<file path="src/rtl/dmem_port_arbiter.sv">
// Two-port arbiter sharing one synchronous data BRAM between CPU and VGA fetch.
// Optional stall statistics counter enabled by defining DMEM_ARB_STATS_EN.
module dmem_port_arbiter #(
   parameter int ADDR_W         = 14,
   parameter int DATA_W         = 32,
   parameter int VGA_MAX_STREAK = 3
) (
   input  logic              clk,
   input  logic              rst,
   input  logic              cpu_req,
   input  logic              cpu_we,
   input  logic [ADDR_W-1:0] cpu_addr,
   input  logic [DATA_W-1:0] cpu_wdata,
   output logic              cpu_gnt,
   output logic              cpu_rvalid,
   output logic [DATA_W-1:0] cpu_rdata,
   input  logic              vga_req,
   input  logic [ADDR_W-1:0] vga_addr,
   output logic              vga_gnt,
   output logic              vga_rvalid,
   output logic [DATA_W-1:0] vga_rdata,
   output logic              mem_en,
   output logic              mem_we,
   output logic [ADDR_W-1:0] mem_addr,
   output logic [DATA_W-1:0] mem_wdata,
   input  logic [DATA_W-1:0] mem_rdata,
   output logic [15:0]       stall_cnt
);

   localparam logic [3:0] MAX_STREAK = 4'(VGA_MAX_STREAK);

   logic [3:0]        streak_q, streak_d;
   logic              at_max;
   logic              cpu_rvalid_q, cpu_rvalid_d;
   logic              vga_rvalid_q, vga_rvalid_d;
   logic [DATA_W-1:0] cpu_hold_q, cpu_hold_d;
   logic [DATA_W-1:0] vga_hold_q, vga_hold_d;

   // VGA wins contention until the CPU has waited out a full streak
   always_comb begin
      at_max  = (streak_q >= MAX_STREAK);
      cpu_gnt = ~rst & cpu_req & (~vga_req | at_max);
      vga_gnt = ~rst & vga_req & ~(cpu_req & at_max);
   end

   always_comb begin
      streak_d = streak_q;
      if (rst || cpu_gnt || !cpu_req)
         streak_d = '0;
      else if (vga_gnt)
         streak_d = streak_q + 4'd1;
   end

   always_comb begin
      mem_en    = cpu_gnt | vga_gnt;
      mem_we    = cpu_gnt & cpu_we;
      mem_addr  = '0;
      mem_wdata = '0;
      if (cpu_gnt) begin
         mem_addr  = cpu_addr;
         mem_wdata = cpu_wdata;
      end else if (vga_gnt) begin
         mem_addr  = vga_addr;
      end
   end

   always_comb begin
      cpu_rvalid_d = cpu_gnt & ~cpu_we;
      vga_rvalid_d = vga_gnt;
      cpu_hold_d   = cpu_hold_q;
      vga_hold_d   = vga_hold_q;
      if (rst) begin
         cpu_hold_d = '0;
         vga_hold_d = '0;
      end else begin
         if (cpu_rvalid_q) cpu_hold_d = mem_rdata;
         if (vga_rvalid_q) vga_hold_d = mem_rdata;
      end
   end

   // Reset masks the in-flight response so nothing leaks out during rst
   always_comb begin
      cpu_rvalid = cpu_rvalid_q & ~rst;
      vga_rvalid = vga_rvalid_q & ~rst;
      cpu_rdata  = '0;
      vga_rdata  = '0;
      if (!rst) begin
         cpu_rdata = cpu_rvalid_q ? mem_rdata : cpu_hold_q;
         vga_rdata = vga_rvalid_q ? mem_rdata : vga_hold_q;
      end
   end

   always_ff @(posedge clk) begin
      if (rst) begin
         streak_q     <= '0;
         cpu_rvalid_q <= 1'b0;
         vga_rvalid_q <= 1'b0;
         cpu_hold_q   <= '0;
         vga_hold_q   <= '0;
      end else begin
         streak_q     <= streak_d;
         cpu_rvalid_q <= cpu_rvalid_d;
         vga_rvalid_q <= vga_rvalid_d;
         cpu_hold_q   <= cpu_hold_d;
         vga_hold_q   <= vga_hold_d;
      end
   end

`ifdef DMEM_ARB_STATS_EN
   logic [15:0] stall_q, stall_d;

   always_comb begin
      stall_d = stall_q;
      if (cpu_req && !cpu_gnt && !(&stall_q))
         stall_d = stall_q + 16'd1;
      stall_cnt = rst ? 16'd0 : stall_q;
   end

   always_ff @(posedge clk) begin
      if (rst) stall_q <= '0;
      else     stall_q <= stall_d;
   end
`else
   assign stall_cnt = 16'd0;
`endif

endmodule

</file>
<file path="config.mk">
export PLATFORM = sky130hd
export DESIGN_NAME = dmem_port_arbiter
export DESIGN_NICKNAME = d
export VERILOG_FILES = /design/src/rtl/dmem_port_arbiter.sv
export SDC_FILE = /design/constraint.sdc
export NUM_CORES = 1
export LEC_CHECK = 0
export ABC_AREA = 1
export BUFFER_PORTS_ARGS = -buffer_cell sky130_fd_sc_hd__clkbuf_2
export CAP_MARGIN = 20
export CORE_MARGIN = 4
export CORE_UTILIZATION = 43
export DETAILED_ROUTE_END_ITERATION = 10
export HOLD_SLACK_MARGIN = 0.03
export PLACE_DENSITY = 0.85
export SLEW_MARGIN = 20
export SYNTH_ARGS = -nofsm -noshare
export SYNTH_HDL_FRONTEND = slang
export SYNTH_SLANG_ARGS = --single-unit
</file>
<file path="constraint.sdc">
create_clock -name clk -period 2.5 [get_ports clk]
set_input_delay 0.5 -clock clk [delete_from_list [all_inputs] [get_ports clk]]
set_output_delay 0.5 -clock clk [all_outputs]
set_load 0.02 [all_outputs]
</file>
==> run_results.csv, run 1 <==
group,metric,value,unit
run_status,status,"finished, final reports clean",
cts,cts.sinks,70,
placed_design,placed_area,0.00408,sq mm
power,swShare,28.8,%
detailed_routing,drt_first_pass_iters,4,
timing,hold_viol,0,
finish,multi_input_area,0.00126,sq mm
detailed_routing,drt_iter0_drc,163,
power,power_frac_comb,19.1,%
cts,numCtsBuffers,9,
finish,final_common_cell,"clkbuf_2",
detailed_routing,wire_per_inst,12.3,um
timing,fin_skew,0.0139,ns
yosys,avgSynthCellArea,6.83,sq um
placed_design,gp_congestion,0.757,
finish,final_nets,749,
finish,fill_cells,600,
worst_setup_path,cpMaxStageDelayCell,"dfxtp_1",
worst_setup_path,cp.arrival,1.82,ns
cts,cts_tree,"done",
yosys,synth_cells,441,
cts,clock_latency,0.34,ns
floorplan,die_y,91.7,um
timing,max_freq,431,MHz
worst_setup_path,crit_chain,"ha_1, inv_1, nand3_1, nand2_8, inv_4, nand2_1, nand2_1, clkbuf_2",
worst_setup_path,endpoint,"mem_addr[11]",
finish,final_area,0.00430,sq mm
power,vdd_ir_drop_max,0.378,mV
finish,num_antenna_cells,0,
worst_setup_path,reg2reg_to,"streak_q[0]$_SDFFE_PP0N_",
hold_path,hold_depth,2,
floorplan,start_util,44.3,%
worst_setup_path,startpoint_type,"flip-flop",
detailed_routing,avgViaCountPerCell,4.42,
floorplan,die_x,91.7,um
power,power.density,622,mW/mm^2
worst_setup_path,reg2reg_depth,6,
grt,grt_use_total,21.2,%
worst_setup_path,r2r_start,"streak_q[0]$_SDFFE_PP0N_",
detailed_routing,drc,0,
power,p_leak,2.58,nW
timing,rsz0062_at_grt,"false",
yosys,syn-cell-area,0.00301,sq mm
timing,fin_ws,0.179,ns
placed_design,dp.final_hpwl,7.25,mm
finish,drive_gt1_share,37.3,%
grt,grt_overflow_total,0,
grt,first_global_vias,3205,
yosys,synth-seq-area-share,46.5,%
timing,setup_viol,0,
cts,ctsHoldBuffers,0,
detailed_routing,num_vias,3327,
placed_design,io_buffers,212,
cts,path_clk_slew,0.07,ns
yosys,synth_warnings,0,
worst_setup_path,setup.worst_path.class,"reg2out",
worst_setup_path,max_stage_delay,0.33,ns
timing,fin_setup_tns,0,ns
floorplan,dieArea,0.00841,sq mm
worst_setup_path,setup.worst_path.start,"streak_q[0]$_SDFFE_PP0N_",
timing,timing.final.crit_share,92.8,%
power,pwr-share-clk,36.3,%
timing,maxSlewViolCount,0,
grt,grt_max_degree,45,
timing,whs,0.357,ns
floorplan,ioPinCount,229,
placed_design,dp_slack,0.431,ns
power,power,2.68,mW
detailed_routing,wirelength,9.23,mm
hold_path,hold_class,"in2reg",
worst_setup_path,r2r_slack,1.11,ns
timing,fin_crit,2.32,ns
power,pwr-share-seq,44.6,%
cts,cts.path.max_buffers,2,
flow_run,drv_cap,0,
power,internal-power,1.91,mW
finish,syn_to_final_growth,42.9,%
finish,seq_area,0.00140,sq mm
yosys,synth_seq_cells,70,
cts,cts-root-buf,"clkbuf_8",
worst_setup_path,cpMostUsedCell,"nand2_1",
worst_setup_path,crit_required,2.00,ns
finish,layout_common_cells,"212 x clkbuf_2, 164 x nor2_1, 70 x dfxtp_1",
grt,grt_pass1_wl,14.4,mm
worst_setup_path,end_kind,"output port",
grt,antenna_found_initial,0,
yosys,ys_types,20,
cts,htreeDepth,3,
floorplan,rows,30,
power,p_switching,771,uW
floorplan,coreArea,0.00679,sq mm
detailed_routing,postRouteAntennaNets,0,
worst_setup_path,critPathMaxFanout,37,
cells by family (layout without fill, tap and decap cells):
family / Yosys count / in the layout / synth area share [%]
other: 1 / 18 / 0.125
buffers and inverters: 84 / 282 / 13.9
adders and majority gates: 1 / 1 / 0.415
and+or+nand+nor: 219 / 219 / 28.0
AOI/OAI and AO/OA: 66 / 66 / 11.0
DFF: 70 / 70 / 46.5
what timing repair did:
| action | CTS | global route |
|---|---|---|
| buffers inserted | 0 | 0 |
| hold endpoints to repair | 0 | 0 |
| setup endpoints to repair | 0 | 6 |
| resized for setup | 0 | 1 |
worst max-delay path, delay by kind of cell (launching register included):
family	cells	cell delay [ns]
and+or+nand+nor	4	0.61
adders and majority gates	1	0.20
DFF	1	0.33
buffers and inverters	3	0.34
final cells by class:
type                    instances  area share [%]
flip-flops and latches         70            32.6
multi-input cells             304            29.4
repair buffers                222            26.4
inverters                      44            3.90
clock buffers                  10            2.97
well taps                      96            2.79
clock inverters                 6            2.01
sequential cells by signal, indices dropped and copies added, names as in the netlist:
signal,flops
streak_q,4
cpu_hold_q,32
vga_rvalid_q,1
cpu_rvalid_q,1
vga_hold_q,32
metal layers:
layer	track usage [%]	vias up	share of wire, %	wire length (um)
li1	-	1729	-	-
met1	23.3	1448	40	3730
met2	38.6	141	51	4670
met3	7.71	9	7.8	721
met4	4.95	0	1.1	99
met5	0	-	0	0
power groups by stage:
stage / Sequential, mW / Clock, mW / Combinational (mW)
after global placement: 1.22 / 0 / 0.500
after global routing: 1.20 / 1.05 / 0.561
after floorplan: 1.21 / 0 / 0.324
after detailed placement: 1.22 / 0 / 0.509
final: 1.19 / 0.972 / 0.511
after CTS: 1.19 / 1.00 / 0.511
synth_stat cells:
library cell	n	area share (%)
dfxtp_1	70	47
o21ai_0	65	11
buf_6	2	0.75
nand2_2	1	0.21
inv_4	1	0.21
buf_2	9	1.5
inv_1	41	5.1
nand2_4	1	0.37
nor2_2	3	0.62
nor2_1	164	20
clkbuf_1	7	0.87
ha_1	1	0.42
buf_1	2	0.25
nand3_1	3	0.50
conb_1	1	0.12
inv_2	2	0.25
nor3_1	1	0.17
buf_4	20	5.0
nand2_1	46	5.7
a21oi_1	1	0.17
worst min-delay path by stage:
stage	end	from	slack, ns
2_1_floorplan	streak_q[0]$_SDFFE_PP0N_	streak_q[0]$_SDFFE_PP0N_	0.45
3_3_place_gp	streak_q[0]$_SDFFE_PP0N_	streak_q[0]$_SDFFE_PP0N_	0.46
3_5_place_dp	streak_q[0]$_SDFFE_PP0N_	streak_q[0]$_SDFFE_PP0N_	0.49
4_1_cts	cpu_rvalid_q$_SDFF_PP0_	cpu_we	0.33
5_1_grt	cpu_rvalid_q$_SDFF_PP0_	cpu_we	0.34
6_report	cpu_rvalid_q$_SDFF_PP0_	cpu_we	0.36
through the flow:
| step | utilization, % | instances |
|---|---|---|
| after floorplan | - | 458 |
| after global placement | 60.1 | 736 |
| after detailed placement | 60.1 | 736 |
| after CTS | 63.2 | 752 |
| after global routing | 63.3 | 752 |
| final | 63.3 | 752 |
Note: power is estimated with default switching activity, not from simulation.
==> run 2: changes to the inputs <==
Settings changed: PLACE_DENSITY 0.85 to unset, PLACE_DENSITY_LB_ADDON set to 0.2.
==> run 2 against run 1 <==
Global-route usage up 0.82 points. Die area unchanged. Combinational power up 2%. Total power down 0.51%. Critical path type unchanged. Largest power group unchanged. Highest routed layer unchanged.
==> run_results.csv, run 2 (synthesis results as in run 1) <==
group,metric,value,unit
run_status,status,"finished, final reports clean",
grt,first_global_vias,3218,
floorplan,rows,30,
worst_setup_path,end_kind,"output port",
floorplan,ioPinCount,229,
worst_setup_path,setup.worst_path.class,"reg2out",
timing,fin_skew,0.00989,ns
finish,reg_top3,"cpu_hold_q: 32 flops, vga_hold_q: 32 flops, streak_q: 4 flops",
grt,grt_max_degree,38,
hold_path,hold_class,"in2reg",
cts,numCtsBuffers,9,
worst_setup_path,max_stage_delay,0.33,ns
grt,grt_use_total,22.0,%
worst_setup_path,r2r_slack,1.15,ns
placed_design,gp_congestion,0.752,
cts,path_clk_slew,0.06,ns
finish,drive_gt1_share,37.2,%
timing,rsz0062_at_grt,"false",
timing,max_freq,433,MHz
floorplan,coreArea,0.00679,sq mm
timing,setup_viol,0,
power,power.density,616,mW/mm^2
cts,ctsHoldBuffers,0,
worst_setup_path,reg2reg_to,"streak_q[0]$_SDFFE_PP0N_",
floorplan,dieArea,0.00841,sq mm
power,power,2.66,mW
cts,htreeDepth,3,
detailed_routing,wirelength,9.24,mm
power,p_leak,2.58,nW
timing,fin_crit,2.31,ns
power,vdd_ir_drop_max,0.321,mV
worst_setup_path,cpMostUsedCell,"nand2_1",
worst_setup_path,reg2reg_depth,6,
detailed_routing,routed.top_layer,"met4",
detailed_routing,wl_met1,3.57,mm
hold_path,hold_depth,2,
finish,layout_common_cells,"212 x clkbuf_2, 164 x nor2_1, 70 x dfxtp_1",
flow_run,drv_cap,0,
finish,final_common_cell,"clkbuf_2",
grt,grt_overflow_total,0,
cts,cts_resized,0,
hold_path,min_to,"cpu_rvalid_q$_SDFF_PP0_",
floorplan,start_util,44.3,%
cts,cts.sinks,70,
worst_setup_path,startpoint_type,"flip-flop",
cts,clock_latency,0.34,ns
floorplan,die_y,91.7,um
hold_path,hold_start,"cpu_we",
worst_setup_path,cpMaxStageDelayCell,"dfxtp_1",
placed_design,dp_slack,0.398,ns
grt,antenna_found_initial,0,
detailed_routing,drt_iter0_drc,109,
worst_setup_path,critPathMaxFanout,37,
timing,maxSlewViolCount,0,
detailed_routing,postRouteAntennaNets,0,
detailed_routing,wire_per_inst,12.3,um
cts,cts-root-buf,"clkbuf_8",
cts,postCtsSetupRepairBufs,0,
detailed_routing,wl_met3,738,um
timing,fin_ws,0.192,ns
finish,fill_cells,635,
detailed_routing,num_vias,3324,
detailed_routing,drc,0,
grt,grt_pass1_wl,15.0,mm
worst_setup_path,setup.worst_path.start,"streak_q[0]$_SDFFE_PP0N_",
worst_setup_path,cp.arrival,1.81,ns
worst_setup_path,r2r_start,"streak_q[0]$_SDFFE_PP0N_",
cts,cts.path.max_buffers,2,
worst_setup_path,crit_chain,"ha_1, inv_1, nand3_1, nand2_8, inv_4, nand2_1, nand2_1, clkbuf_2",
cts,cts_tree,"done",
timing,fin_setup_tns,0,ns
placed_design,dp.final_hpwl,7.06,mm
worst_setup_path,crit_required,2.00,ns
detailed_routing,drt_first_pass_iters,4,
finish,num_antenna_cells,0,
finish,final_nets,746,
timing,timing.final.crit_share,92.3,%
floorplan,die_x,91.7,um
detailed_routing,avgViaCountPerCell,4.44,
finish,syn_to_final_growth,43.5,%
placed_design,io_buffers,212,
timing,hold_viol,0,
detailed_routing,wl_met2,4.74,mm
run 2: cell count changes in the layout (fill, tap and decap cells not counted):
| cell | before | now |
|---|---|---|
| clkbuf_1 | 1 | 0 |
| buf_4 | 10 | 4 |
| clkinvlp_4 | 1 | 2 |
| buf_12 | 0 | 3 |
| clkbuf_8 | 9 | 12 |
| clkinv_2 | 2 | 0 |
| bufinv_16 | 2 | 1 |
run 2: where the power goes:
part	internal (mW)	leakage [nW]	switching [mW]
Clock	0.544	0.105	0.412
Combinational	0.173	1.90	0.346
Sequential	1.17	0.574	0.0131
run 2: worst max path at each step:
stage                     cells past startpoint       endpoint  slack, ns
after floorplan                               5  mem_wdata[22]       0.79
after global placement                        7   mem_addr[11]       0.43
after detailed placement                      7    mem_addr[5]       0.40
after CTS                                     8    mem_addr[5]       0.12
after global routing                          8   mem_addr[10]       0.03
final                                         8   mem_addr[10]       0.19
run 2: layout make-up:
type / count / area [sq um] / area share, %
Clock buffer: 12 / 165 / 3.82
Clock inverter: 4 / 53.8 / 1.24
Inverter: 44 / 168 / 3.88
Multi-Input combinational cell: 304 / 1260 / 29.2
Sequential cell: 70 / 1400 / 32.4
Tap cell: 96 / 120 / 2.78
Timing Repair Buffer: 219 / 1150 / 26.6
run 2: worst max-delay path: cells and delay by family (launching register included):
kind                     cells  cell delay, ns
adder cells (fa/ha/maj)      1            0.19
buffers and inverters        3            0.34
AND/OR/NAND/NOR              4            0.60
flip-flops                   1            0.33
run 2: through the flow:
stage                     cell area, sq um  cells  hold slack [ns]  utilization [%]
after floorplan                       3080    458            0.454                -
after global placement                4100    733            0.472             60.3
after detailed placement              4100    733            0.484             60.3
after CTS                             4310    749            0.316             63.5
after global routing                  4320    749            0.323             63.6
final                                 4320    749            0.333             63.6
run 2: per-layer routing:
metal | vias up | global-route usage (%)
li1 | 1721 | -
met1 | 1441 | 25.2
met2 | 146 | 38.8
met3 | 16 | 7.05
met4 | 0 | 7.05
met5 | - | 0
